==> src/rtl/calc_axi_pkg.sv <==
// Shared definitions for the calculator AXI master: FSM states, register map,
// opcodes, AXI constants and job status codes.
package calc_axi_pkg;

  typedef enum logic [2:0] {
    S_IDLE,
    S_AW,
    S_W,
    S_B,
    S_AR,
    S_R,
    S_RSP
  } state_t;

  // Register offsets inside the calculator slave, relative to BASE_ADDR.
  localparam logic [1:0] REG_OP1    = 2'd0;
  localparam logic [1:0] REG_OP2    = 2'd1;
  localparam logic [1:0] REG_OPCODE = 2'd2;
  localparam logic [1:0] REG_RESULT = 2'd3;

  // Opcodes understood by the calculator slave.
  localparam logic [1:0] OP_ADD = 2'd0;
  localparam logic [1:0] OP_SUB = 2'd1;
  localparam logic [1:0] OP_NOT = 2'd2;
  localparam logic [1:0] OP_SHL = 2'd3;

  localparam logic [1:0] BURST_INCR = 2'b01;
  localparam logic [1:0] RESP_OKAY  = 2'b00;

  typedef enum logic [1:0] {
    ST_OK      = 2'b00,
    ST_SLVERR  = 2'b01,
    ST_TIMEOUT = 2'b10
  } status_t;

endpackage

==> src/rtl/calc_wait_timer.sv <==
// Wait-state watchdog for the AXI master.
// Ports:
//   clk, rst   - clock, synchronous active-high reset
//   i_clear    - zero the count (asserted on every FSM state change)
//   i_enable   - count this cycle (FSM is waiting on a handshake)
//   o_expired  - high during the TIMEOUT-th consecutive waiting cycle
module calc_wait_timer #(
  parameter int unsigned TIMEOUT = 255
) (
  input  logic clk,
  input  logic rst,
  input  logic i_clear,
  input  logic i_enable,
  output logic o_expired
);

  localparam int unsigned CW = (TIMEOUT < 2) ? 1 : $clog2(TIMEOUT + 1);

  logic [CW-1:0] r_count;

  // The count holds the number of waiting cycles already completed, so the
  // TIMEOUT-th waiting cycle is the one that sees TIMEOUT-1.
  assign o_expired = (r_count == CW'(TIMEOUT - 1));

  // NOTE: sequential state uses non-blocking assignments so every register
  // samples pre-edge values regardless of process evaluation order.
  always_ff @(posedge clk) begin
    if (rst) begin
      r_count <= '0;
    end else if (i_clear) begin
      r_count <= '0;
    end else if (i_enable && !o_expired) begin
      r_count <= r_count + 1'b1;
    end
  end

endmodule

==> src/rtl/calc_axi_master.sv <==
// AXI master that runs one calculator job at a time: writes op1, op2 and
// opcode to the slave, reads back the result and returns it with a status.
// Ports:
//   clk, rst                       - clock, synchronous active-high reset
//   cmd_*                          - job request (valid/ready) and operands
//   rsp_*                          - job result, status (00 ok/01 slverr/10 timeout)
//   aw*/w*/b*/ar*/r*               - single-beat AXI write and read channels
module calc_axi_master
  import calc_axi_pkg::*;
#(
  parameter int unsigned          ADDR_WIDTH = 32,
  parameter int unsigned          DATA_WIDTH = 8,
  parameter logic [ADDR_WIDTH-1:0] BASE_ADDR = '0,
  parameter int unsigned          TIMEOUT    = 255
) (
  input  logic                  clk,
  input  logic                  rst,
  input  logic                  cmd_valid,
  output logic                  cmd_ready,
  input  logic [DATA_WIDTH-1:0] cmd_op1,
  input  logic [DATA_WIDTH-1:0] cmd_op2,
  input  logic [DATA_WIDTH-1:0] cmd_opcode,
  output logic                  rsp_valid,
  input  logic                  rsp_ready,
  output logic [DATA_WIDTH-1:0] rsp_result,
  output logic [1:0]            rsp_err,
  output logic [ADDR_WIDTH-1:0] awaddr,
  output logic                  awvalid,
  input  logic                  awready,
  output logic [3:0]            awlen,
  output logic [2:0]            awsize,
  output logic [1:0]            awburst,
  output logic [DATA_WIDTH-1:0] wdata,
  output logic                  wvalid,
  input  logic                  wready,
  output logic                  wlast,
  input  logic [1:0]            bresp,
  input  logic                  bvalid,
  output logic                  bready,
  output logic [ADDR_WIDTH-1:0] araddr,
  output logic                  arvalid,
  input  logic                  arready,
  input  logic [DATA_WIDTH-1:0] rdata,
  input  logic                  rvalid,
  input  logic [1:0]            rresp,
  output logic                  rready
);

  state_t                r_state, w_state_next;
  logic [1:0]            r_idx, w_idx_next;
  status_t               r_rsp_err, w_rsp_err_next;
  logic [DATA_WIDTH-1:0] r_rsp_result, w_rsp_result_next;
  logic [DATA_WIDTH-1:0] r_op1, r_op2, r_opcode;
  logic                  w_load;
  logic                  w_waiting;
  logic                  w_expired;

  assign w_waiting = r_state inside {S_AW, S_W, S_B, S_AR, S_R};

  calc_wait_timer #(.TIMEOUT(TIMEOUT)) u_timer (
    .clk       (clk),
    .rst       (rst),
    .i_clear   (w_state_next != r_state),
    .i_enable  (w_waiting),
    .o_expired (w_expired)
  );

  // NOTE: every signal written here gets a default first, so no path through
  // the case statement can leave one unassigned and infer a latch.
  always_comb begin
    w_state_next      = r_state;
    w_idx_next        = r_idx;
    w_rsp_err_next    = r_rsp_err;
    w_rsp_result_next = r_rsp_result;
    w_load            = 1'b0;
    unique case (r_state)
      S_IDLE: if (cmd_valid) begin
        w_load            = 1'b1;
        w_idx_next        = 2'd0;
        w_rsp_err_next    = ST_OK;
        w_rsp_result_next = '0;
        w_state_next      = S_AW;
      end
      S_AW: if (awready) w_state_next = S_W;
      S_W:  if (wready)  w_state_next = S_B;
      S_B: if (bvalid) begin
        if (bresp != RESP_OKAY) begin
          // A failed write makes the remaining writes and the read pointless.
          w_rsp_err_next    = ST_SLVERR;
          w_rsp_result_next = '0;
          w_state_next      = S_RSP;
        end else if (r_idx == REG_OPCODE) begin
          w_state_next = S_AR;
        end else begin
          w_idx_next   = r_idx + 2'd1;
          w_state_next = S_AW;
        end
      end
      S_AR: if (arready) w_state_next = S_R;
      S_R: if (rvalid) begin
        w_rsp_err_next    = (rresp != RESP_OKAY) ? ST_SLVERR : ST_OK;
        w_rsp_result_next = (rresp != RESP_OKAY) ? '0 : rdata;
        w_state_next      = S_RSP;
      end
      S_RSP: if (rsp_ready) w_state_next = S_IDLE;
      default: w_state_next = S_IDLE;
    endcase

    // Handshakes above take priority; abort only a wait that went nowhere.
    if (w_waiting && w_expired && (w_state_next == r_state)) begin
      w_rsp_err_next    = ST_TIMEOUT;
      w_rsp_result_next = '0;
      w_state_next      = S_RSP;
    end
  end

  always_ff @(posedge clk) begin
    if (rst) begin
      r_state      <= S_IDLE;
      r_idx        <= 2'd0;
      r_rsp_err    <= ST_OK;
      r_rsp_result <= '0;
    end else begin
      r_state      <= w_state_next;
      r_idx        <= w_idx_next;
      r_rsp_err    <= w_rsp_err_next;
      r_rsp_result <= w_rsp_result_next;
    end
  end

  // NOTE: operand latches have no reset; they are only driven onto wdata in
  // the W state, which is reachable only after a job has loaded them.
  always_ff @(posedge clk) begin
    if (w_load) begin
      r_op1    <= cmd_op1;
      r_op2    <= cmd_op2;
      r_opcode <= cmd_opcode;
    end
  end

  // Addresses and data are gated by state so they read zero outside their
  // own phase, including straight after reset.
  always_comb begin
    wdata = '0;
    if (r_state == S_W) begin
      unique case (r_idx)
        REG_OP1: wdata = r_op1;
        REG_OP2: wdata = r_op2;
        default: wdata = r_opcode;
      endcase
    end
  end

  assign awaddr  = (r_state == S_AW) ? BASE_ADDR + ADDR_WIDTH'(r_idx) : '0;
  assign araddr  = (r_state == S_AR) ? BASE_ADDR + ADDR_WIDTH'(REG_RESULT) : '0;
  assign awvalid = (r_state == S_AW);
  assign wvalid  = (r_state == S_W);
  assign wlast   = (r_state == S_W);
  assign bready  = (r_state == S_B);
  assign arvalid = (r_state == S_AR);
  assign rready  = (r_state == S_R);
  assign awlen   = 4'd0;
  assign awsize  = 3'd0;
  assign awburst = BURST_INCR;

  assign cmd_ready  = (r_state == S_IDLE) && !rst;
  assign rsp_valid  = (r_state == S_RSP);
  assign rsp_result = r_rsp_result;
  assign rsp_err    = r_rsp_err;

endmodule

==> config.mk <==
export PLATFORM = sky130hd
export DESIGN_NAME = calc_axi_master
export DESIGN_NICKNAME = d
export VERILOG_FILES = /design/src/rtl/calc_axi_pkg.sv /design/src/rtl/calc_wait_timer.sv /design/src/rtl/calc_axi_master.sv
export SDC_FILE = /design/constraint.sdc
export NUM_CORES = 1
export LEC_CHECK = 0
export BUFFER_PORTS_ARGS = -buffer_cell sky130_fd_sc_hd__buf_2
export CORE_MARGIN = 2
export CORE_UTILIZATION = 36
export CTS_CLUSTER_SIZE = 30
export DETAILED_ROUTE_END_ITERATION = 6
export GPL_TIMING_DRIVEN = 0
export HOLD_SLACK_MARGIN = 0.08
export PLACE_DENSITY = 0.66
export SYNTH_ARGS = -nofsm -noshare
export SYNTH_HDL_FRONTEND = slang
export SYNTH_HIERARCHICAL = 1
export SYNTH_SLANG_ARGS = --single-unit
==> constraint.sdc <==
create_clock -name clk -period 3.15 [get_ports clk]
set_input_delay 0.1575 -clock clk [delete_from_list [all_inputs] [get_ports clk]]
set_output_delay 0.1575 -clock clk [all_outputs]
set_load 0.005 [all_outputs]
# Word level (Yosys, flattened, before mapping)
# Index checks and enable logic that the tools add are counted.
# Widths: inputs -> output; s select.
# word_totals
elab_cells	85
ff_bits	47
input_bits	45
# classes
n_addsub	2
reduce_logical	19
muxes	34
n_eq_ne	21
# ops
op	n
$mux 8	6
$mux 3	10
$pmux 8 s3	1
$pmux 3 s7	1
$mux 2	10
$pmux 8 s2	1
$reduce_and 5->1	3
$ne 2x2->1 const B	5
$eq 3x3->1 const B	3
$add 8x1->8 const B	1
$eq 8x8->1 const B	1
$eq 3x2->1 const B	2
$ne 3x2->1 const B	2
$pmux 2 s3	1
$reduce_bool 2->1	3
$reduce_bool 5->1	1
$logic_and 1x1->1	4
$pmux 2 s2	1
$reduce_bool 4->1	1
$reduce_or 2->1	2
$eq 3x1->1 const B	1
$eq 3x3->1	1
$logic_not 3->1	1
$mux 1	3
other kinds (10)	11

# Longest topological paths before layout
# Gate-level depths: netlist of the first run.
# logic_depth
ltp_word	10
mapped_depth	10
depth_no_buf	10

# Cells and area by module
# The synthesis of the first run kept the hierarchy.
# by_module_without_submodules
module	instances	area_per_inst_um2	seq_area_each_um2	cells_each
calc_axi_master	1	2368.5	1021.0	250
calc_wait_timer	1	431.7	160.2	50

# Worst setup path after synthesis of the first run
# OpenSTA, ideal clock, no wires.
# synth_timing
kind	flip-flop to flip-flop
startpoint	reg r_idx[0]
endpoint	reg u_timer.r_count[5]
path_stages_with_launch	10
arrival_ns	2.590
required_time_ns	3.049
path_slack_ns	0.459
synth_period_minus_slack_ns	2.691
path_buffers	0
cell_sequence	dfxtp_1 inv_1 ha_1 nor4b_1 mux4_2 a211oi_4 mux2i_1 or4b_1 or2_2 o41ai_1
# synth_via
elab_chain_cells	10
# synth_rtl
element	line	text
from (decl)	calc_axi_master.sv:50	logic [1:0] r_idx, w_idx_next;
from (signal assigned)	calc_axi_master.sv:125	r_idx <= w_idx_next;
$eq 2x2->1 *	calc_axi_master.sv:92	end else if (r_idx == REG_OPCODE) begin
$mux 3 *	calc_axi_master.sv:92	
$mux 3 *	calc_axi_master.sv:87	if (bresp != RESP_OKAY) begin
$mux 3 *	calc_axi_master.sv:86	S_B: if (bvalid) begin
$pmux 3 s7 *	calc_axi_master.sv:76	unique case (r_state)
$eq 3x3->1	calc_axi_master.sv:110	if (w_waiting && w_expired && (w_state_next == r_state)) begin
$logic_and 1x1->1	calc_axi_master.sv:110	
$mux 3 *	calc_axi_master.sv:110	
$ne 3x3->1 *	calc_axi_master.sv:63	.i_clear (w_state_next != r_state),
$reduce_or 2->1 (no line) *	n/a	
to (signal assigned)	calc_wait_timer.sv:33	r_count <= r_count + 1'b1;
to (decl)	calc_wait_timer.sv:19	logic [CW-1:0] r_count;
# Every way passes the cells marked *; elsewhere a longest branch is shown, timed or not.
# A chain may end at the register's enable or synchronous reset.

# Worst setup path after layout of the first run
# Ends and elaborated chain as after synthesis.

==> impl_metrics.csv, run 1 <==
group,metric,value,unit
timing,fmaxAchievable,331.6,MHz
status,status,"finished clean",
floorplan,rows,32,
setup_path,cp-start-kind,"flip-flop",
cells_and_area,mostFrequentLayoutCells,"buf_2 (77), buf_4 (72), conb_1 (69), dlygate4sd3_1 (24), edfxtp_1 (24)",
power,leakage,1.896,nW
routing,drt_iter0_drc,63,
power,power,1.337,mW
cells_and_area,multi_input_area,0.001252,mm^2
timing,report.final.slew_viol_count,0,
timing,worst_pin_slew,0.8821,ns
setup_path,worst_ep_arrival_time,3.22,ns
setup_path,path_cells,"inv_1 > ha_1 > nor4b_2 > mux4_2 > a211oi_4 > mux2i_1 > or4b_1 > or2_2 > o41ai_1",
timing,setup_tns,0,ns
synthesis,yosys.area.top_type_share,25.74,%
clock_network,cts_buffers,5,
clock_network,clkTransAtPathRegs,0.09,ns
global_routing,grt_pass1_vias,2193,
synthesis,yosys.cell_types.count,45,
cells_and_area,fillers,705,
synthesis,ys_seq_elements,47,
global_routing,grt_overflow_total,0,
setup_path,crit_required,3.35,ns
routing,ant_nets,0,
clock_network,h-tree-depth,2,
cells_and_area,final_common_cell,"buf_2",
routing,viasPerCell,4.337,
worst_hold_path,hold_class,"input port to flip-flop",
routing,drt_drc_violations_left,0,
floorplan,start_util,36.62,%
place,port-buffer-count,74,
routing,wl,6451,um
floorplan,ios,144,
clock_network,clock_latency,0.30,ns
timing,worst_slew_margin_rel,40.66,%
cells_and_area,ff_latch_area,0.001181,mm^2
timing,rsz0062_at_grt,"false",
clock_network,cts_tree,"yes",
setup_path,critical_path_class,"flip-flop to flip-flop",
floorplan,die_w,92.20,um
cells_and_area,layout.cells.non_filler,576,
synthesis,syn_area,0.002800,mm^2
timing,fin_crit,3.015,ns
cells_and_area,syn2layout_area_growth,39.50,%
global_routing,track_usage,14.10,%
routing,dr.pass1.iters,4,
timing,setup_viol,0,
synthesis,netlist_instances,300,
setup_path,max_stage_delay,0.54,ns
floorplan,core_area,0.007647,mm^2
timing,finalHoldViolations,0,
cells_and_area,diodes,0,
global_routing,grt_start_max_net_pins,17,
power,peakVddDrop,139.7,uV
floorplan,die-height,92.20,um
timing,fin_skew,0.005336,ns
routing,wire_per_inst,11.20,um
clock_network,postCtsSetupBuffers,0,
place,dpl.cell_count,544,
synthesis,yosys.area.top_type,"edfxtp_1",
setup_path,critPathMaxFanout,5,
power,power_density,342.2,mW/mm^2
clock_network,root_buffer,"clkbuf_8",
place,gp_congestion,0.9009,
floorplan,dieArea,0.008500,mm^2
setup_path,critPathSlowestCell,"or4b_1",
place,hpwl,4777,um
global_routing,grt_pass1_wl,9729,um
cells_and_area,drive_above_1_share,35.02,%
timing,finalCritPeriodShare,95.73,%
synthesis,yosysWarnings,6,
run,drv_cap,0,
routing,num_vias,2498,
setup_path,endpoint_kind,"flip-flop",
synthesis,synth_area_per_cell,9.334,um^2
cells_and_area,nets,523,
global_routing,grt_antenna_before_repair,0,
synthesis,yosysSeqAreaShare,42.18,%
synthesis,synth_area_leaders,"edfxtp_1 (26%), buf_4 (19%), dfxtp_1 (16%)",
clock_network,clock_sinks,47,
clock_network,clockBufferDepth,2,
## cell usage after synthesis, drive strengths merged
library cell / count
nor3: 15
inv: 9
a22oi: 17
o41ai: 1
a31oi: 4
nand4b: 1
nand2b: 5
o21bai: 1
o221ai: 1
o21ai: 6
mux4: 1
or2: 2
and4: 1
a21boi: 1
nor2: 20
and2: 1
and3: 3
o31ai: 1
or4b: 1
nor2b: 1
a21o: 1
a211oi: 6
mux2i: 7
a2111oi: 1
or3: 2
nand3: 5
ha: 5
o311ai: 1
o211a: 1
clkbuf: 6
a21oi: 22
nor4b: 2
conb: 2
nor4: 1
edfxtp: 24
buf: 78
dfxtp: 23
nand4: 2
nand2: 19
## sequential cells by signal (all words and copies together) (netlist names)
register,cells
r_state,3
r_op1,8
r_opcode,8
rsp_err,2
u_timer/r_count,8
r_idx,2
rsp_result,8
r_op2,8
## power breakdown
group | switching, mW | internal, mW
clock | 0.208 | 0.155
combinational | 0.141 | 0.145
sequential | 0.00957 | 0.678
## routing by layer
layer / track usage, % / share of wire [%] / vias to the layer above
li1: - / - / 1268
met4: 3.483 / 1.5 / 0
met3: 4.026 / 8.3 / 12
met5: 0 / 0 / -
met2: 23.96 / 46 / 113
met1: 17.66 / 44 / 1105
## what timing repair did
item                                   4_1_cts  5_1_grt
gates resized for setup                      0        1
setup endpoints to repair                    0        1
hold buffers                                24        0
endpoints found under the hold margin       24        0
## worst paths after layout
kind                            from                         endpoint  slack, ns  cells past startpoint
max            r_idx[0]$_SDFFE_PP0P_  u_timer/r_count[5]$_SDFFE_PP0P_       0.13                      9
min                         rdata[0]       rsp_result[0]$_SDFFE_PP0P_       0.14                      3
max reg2reg    r_idx[0]$_SDFFE_PP0P_  u_timer/r_count[5]$_SDFFE_PP0P_       0.13                      9
min reg2reg  rsp_err[1]$_SDFFE_PP0P_          rsp_err[1]$_SDFFE_PP0P_       0.47                      2
## cell families after synthesis
kind of cell / Yosys count / synth area share, %
other cells: 2 / 0.2682
mux: 8 / 3.307
simple gates: 81 / 14.21
compound gates: 64 / 15.19
flops: 47 / 42.18
fa+ha+maj: 5 / 2.234
buf+inv: 93 / 22.61
## cell type report
cell class / instances / area share (%)
flip-flops and latches: 47 / 30.24
well taps: 102 / 3.267
plain buffers: 84 / 15.28
clock inverters: 3 / 0.4484
repair buffers: 99 / 16.02
multi-input cells: 227 / 32.06
clock buffers: 5 / 1.762
inverters: 9 / 0.9289
## stage by stage
stage          hold WS (ns)  instance area [um^2]  worst slack, ns  util, %
3_5_place_dp         0.3358                  3567          0.09105    46.65
6_report             0.1354                  3906           0.1346    51.08
2_1_floorplan        0.2564                  3052           0.4591        -
5_1_grt              0.1428                  3906          0.03158    51.08
3_3_place_gp         0.3353                  3550           0.1334    46.42
4_1_cts              0.1312                  3894          0.03957    50.92
## critical path, delay by kind of cell (launching register included)
kind / cells / cell delay, ns
AOI/OAI and AO/OA: 2 / 0.64
adders and majority gates: 1 / 0.19
buffers and inverters: 1 / 0.11
DFF: 1 / 0.34
muxes: 2 / 0.64
and+or+nand+nor: 3 / 1.00
(Power assumes the default switching activity.)
==> run 2: changes to the inputs <==
==> constraint.sdc (replaced) <==
create_clock -name clk -period 3.7 [get_ports clk]
set_input_delay 0.185 -clock clk [delete_from_list [all_inputs] [get_ports clk]]
set_output_delay 0.185 -clock clk [all_outputs]
set_load 0.005 [all_outputs]
==> run 2 against run 1 <==
Sequential power shrank 15%. Design area shrank 0.16%. Sequential share of layout area is essentially flat. Total power shrank 15%. Critical path depth is the same. Non-clock buffer count is the same. Clock power shrank 15%. Critical path type unchanged. Largest power group unchanged. Highest routed layer unchanged.
==> impl_metrics.csv, run 2 (synthesized netlist as in run 1, its figures left out) <==
group,metric,value,unit
status,status,"finished clean",
clock_network,h-tree-depth,2,
clock_network,cts_buffers,5,
power,clkPwrFrac,27.1,%
timing,setup_tns,0,ns
clock_network,clock_latency,0.30,ns
global_routing,grt_pass1_wl,9729,um
routing,wire_per_inst,11.17,um
worst_hold_path,hold_class,"input port to flip-flop",
place,gp_congestion,0.9009,
timing,fin_skew,0.005669,ns
clock_network,clkTransAtPathRegs,0.09,ns
setup_path,crit_required,3.90,ns
global_routing,grt_antenna_before_repair,0,
routing,wl,6434,um
timing,finalHoldViolations,0,
cells_and_area,postLayoutCoreUtil,51.00,%
floorplan,core_area,0.007647,mm^2
clock_network,clockBufferDepth,2,
setup_path,worst_ep_arrival_time,3.31,ns
power,pwr-share-seq,51.5,%
power,p_int,832.5,uW
routing,viasPerCell,4.316,
setup_path,cpLargestDelayFamily,"simple AND/OR/NAND/NOR gates",
setup_path,endpoint_kind,"flip-flop",
timing,rsz0062_at_grt,"false",
floorplan,ios,144,
cells_and_area,ff_latch_area,0.001181,mm^2
setup_path,max_stage_delay,0.54,ns
global_routing,grt_start_max_net_pins,17,
timing,finalCritPeriodShare,84.07,%
setup_path,crit_buf_inv,1,
routing,drt_iter0_drc,74,
global_routing,track_usage,14.10,%
routing,drt_drc_violations_left,0,
setup_path,critical_path_class,"flip-flop to flip-flop",
power,power_density,291.4,mW/mm^2
floorplan,dieArea,0.008500,mm^2
global_routing,grt_pass1_vias,2193,
power,leakage,1.894,nW
timing,worst_pin_slew,0.8769,ns
cells_and_area,drive_above_1_share,34.81,%
timing,fin_crit,3.110,ns
floorplan,die_w,92.20,um
power,peakVddDrop,118.5,uV
cells_and_area,diodes,0,
clock_network,root_buffer,"clkbuf_8",
power,sw_frac_of_total,26.76,%
place,hpwl,4777,um
run,drv_cap,0,
place,port-buffer-count,74,
power,combPwrFrac,21.4,%
routing,dr.pass1.iters,4,
routing,num_vias,2486,
cells_and_area,nets,523,
timing,report.final.slew_viol_count,0,
routing,ant_nets,0,
timing,setup_viol,0,
setup_path,path_cells,"inv_1 > ha_1 > nor4b_1 > mux4_2 > a211oi_4 > mux2i_1 > or4b_1 > or2_2 > o41ai_1",
clock_network,postCtsSetupBuffers,0,
power,p_sw,304.1,uW
setup_path,critPathMaxFanout,5,
floorplan,start_util,36.62,%
clock_network,clock_sinks,47,
setup_path,cp-start-kind,"flip-flop",
timing,worst_slew_margin_rel,41.02,%
cells_and_area,multi_input_area,0.001246,mm^2
cells_and_area,fillers,706,
setup_path,critPathSlowestCell,"or4b_1",
floorplan,rows,32,
power,power,1.137,mW
cells_and_area,syn2layout_area_growth,39.28,%
cells_and_area,final_common_cell,"buf_2",
cells_and_area,mostFrequentLayoutCells,"buf_2 (77), buf_4 (72), conb_1 (69), dlygate4sd3_1 (24), edfxtp_1 (24)",
timing,fmaxAchievable,321.5,MHz
floorplan,die-height,92.20,um
clock_network,cts_tree,"yes",
global_routing,grt_overflow_total,0,
run 2: what timing repair did:
action                    CTS  global route
hold buffers               24             0
gates resized for setup     0             0
hold endpoints to repair   24             0
run 2: stage by stage:
stage          setup slack [ns]  cell area [um^2]  hold slack [ns]  instances
2_1_floorplan             1.009              3052           0.2839        367
3_3_place_gp             0.6834              3550           0.3628        543
3_5_place_dp             0.6410              3567           0.3633        544
4_1_cts                  0.5896              3894           0.1587        576
5_1_grt                  0.4094              3900           0.1703        576
6_report                 0.5895              3900           0.1637        576
run 2: worst paths after layout:
check	startpoint	to	slack (ns)	cells past startpoint
setup / recovery	r_idx[0]$_SDFFE_PP0P_	u_timer/r_count[5]$_SDFFE_PP0P_	0.59	9
hold / removal	rdata[0]	rsp_result[0]$_SDFFE_PP0P_	0.16	3
setup reg to reg	r_idx[0]$_SDFFE_PP0P_	u_timer/r_count[5]$_SDFFE_PP0P_	0.59	9
hold reg to reg	rsp_err[1]$_SDFFE_PP0P_	rsp_err[1]$_SDFFE_PP0P_	0.47	2
run 2: metal layers:
layer	global-route usage, %	vias up	share of wire [%]
met4	3.483	0	1.2
met5	0	-	0
li1	-	1269	-
met3	4.026	10	9.5
met1	17.66	1085	43
met2	23.96	122	46
run 2: tightest hold or removal path: stages:
cell and delay (ns):
buf_2 0.07, a22oi_1 0.05, nor3_1 0.11
run 2: cell type report:
type | count | share of cell area, %
multi-input cells | 227 | 31.95
clock inverters | 3 | 0.4491
flip-flops and latches | 47 | 30.29
well taps | 102 | 3.272
inverters | 9 | 0.9304
plain buffers | 84 | 15.30
repair buffers | 99 | 16.04
clock buffers | 5 | 1.765
run 2: power groups by stage:
stage	clock network [mW]	logic, mW	registers [mW]
floorplan	0	0.156	0.596
CTS	0.317	0.240	0.585
detailed placement	0	0.219	0.598
global route	0.335	0.268	0.588
finish	0.308	0.244	0.585
global placement	0	0.211	0.598
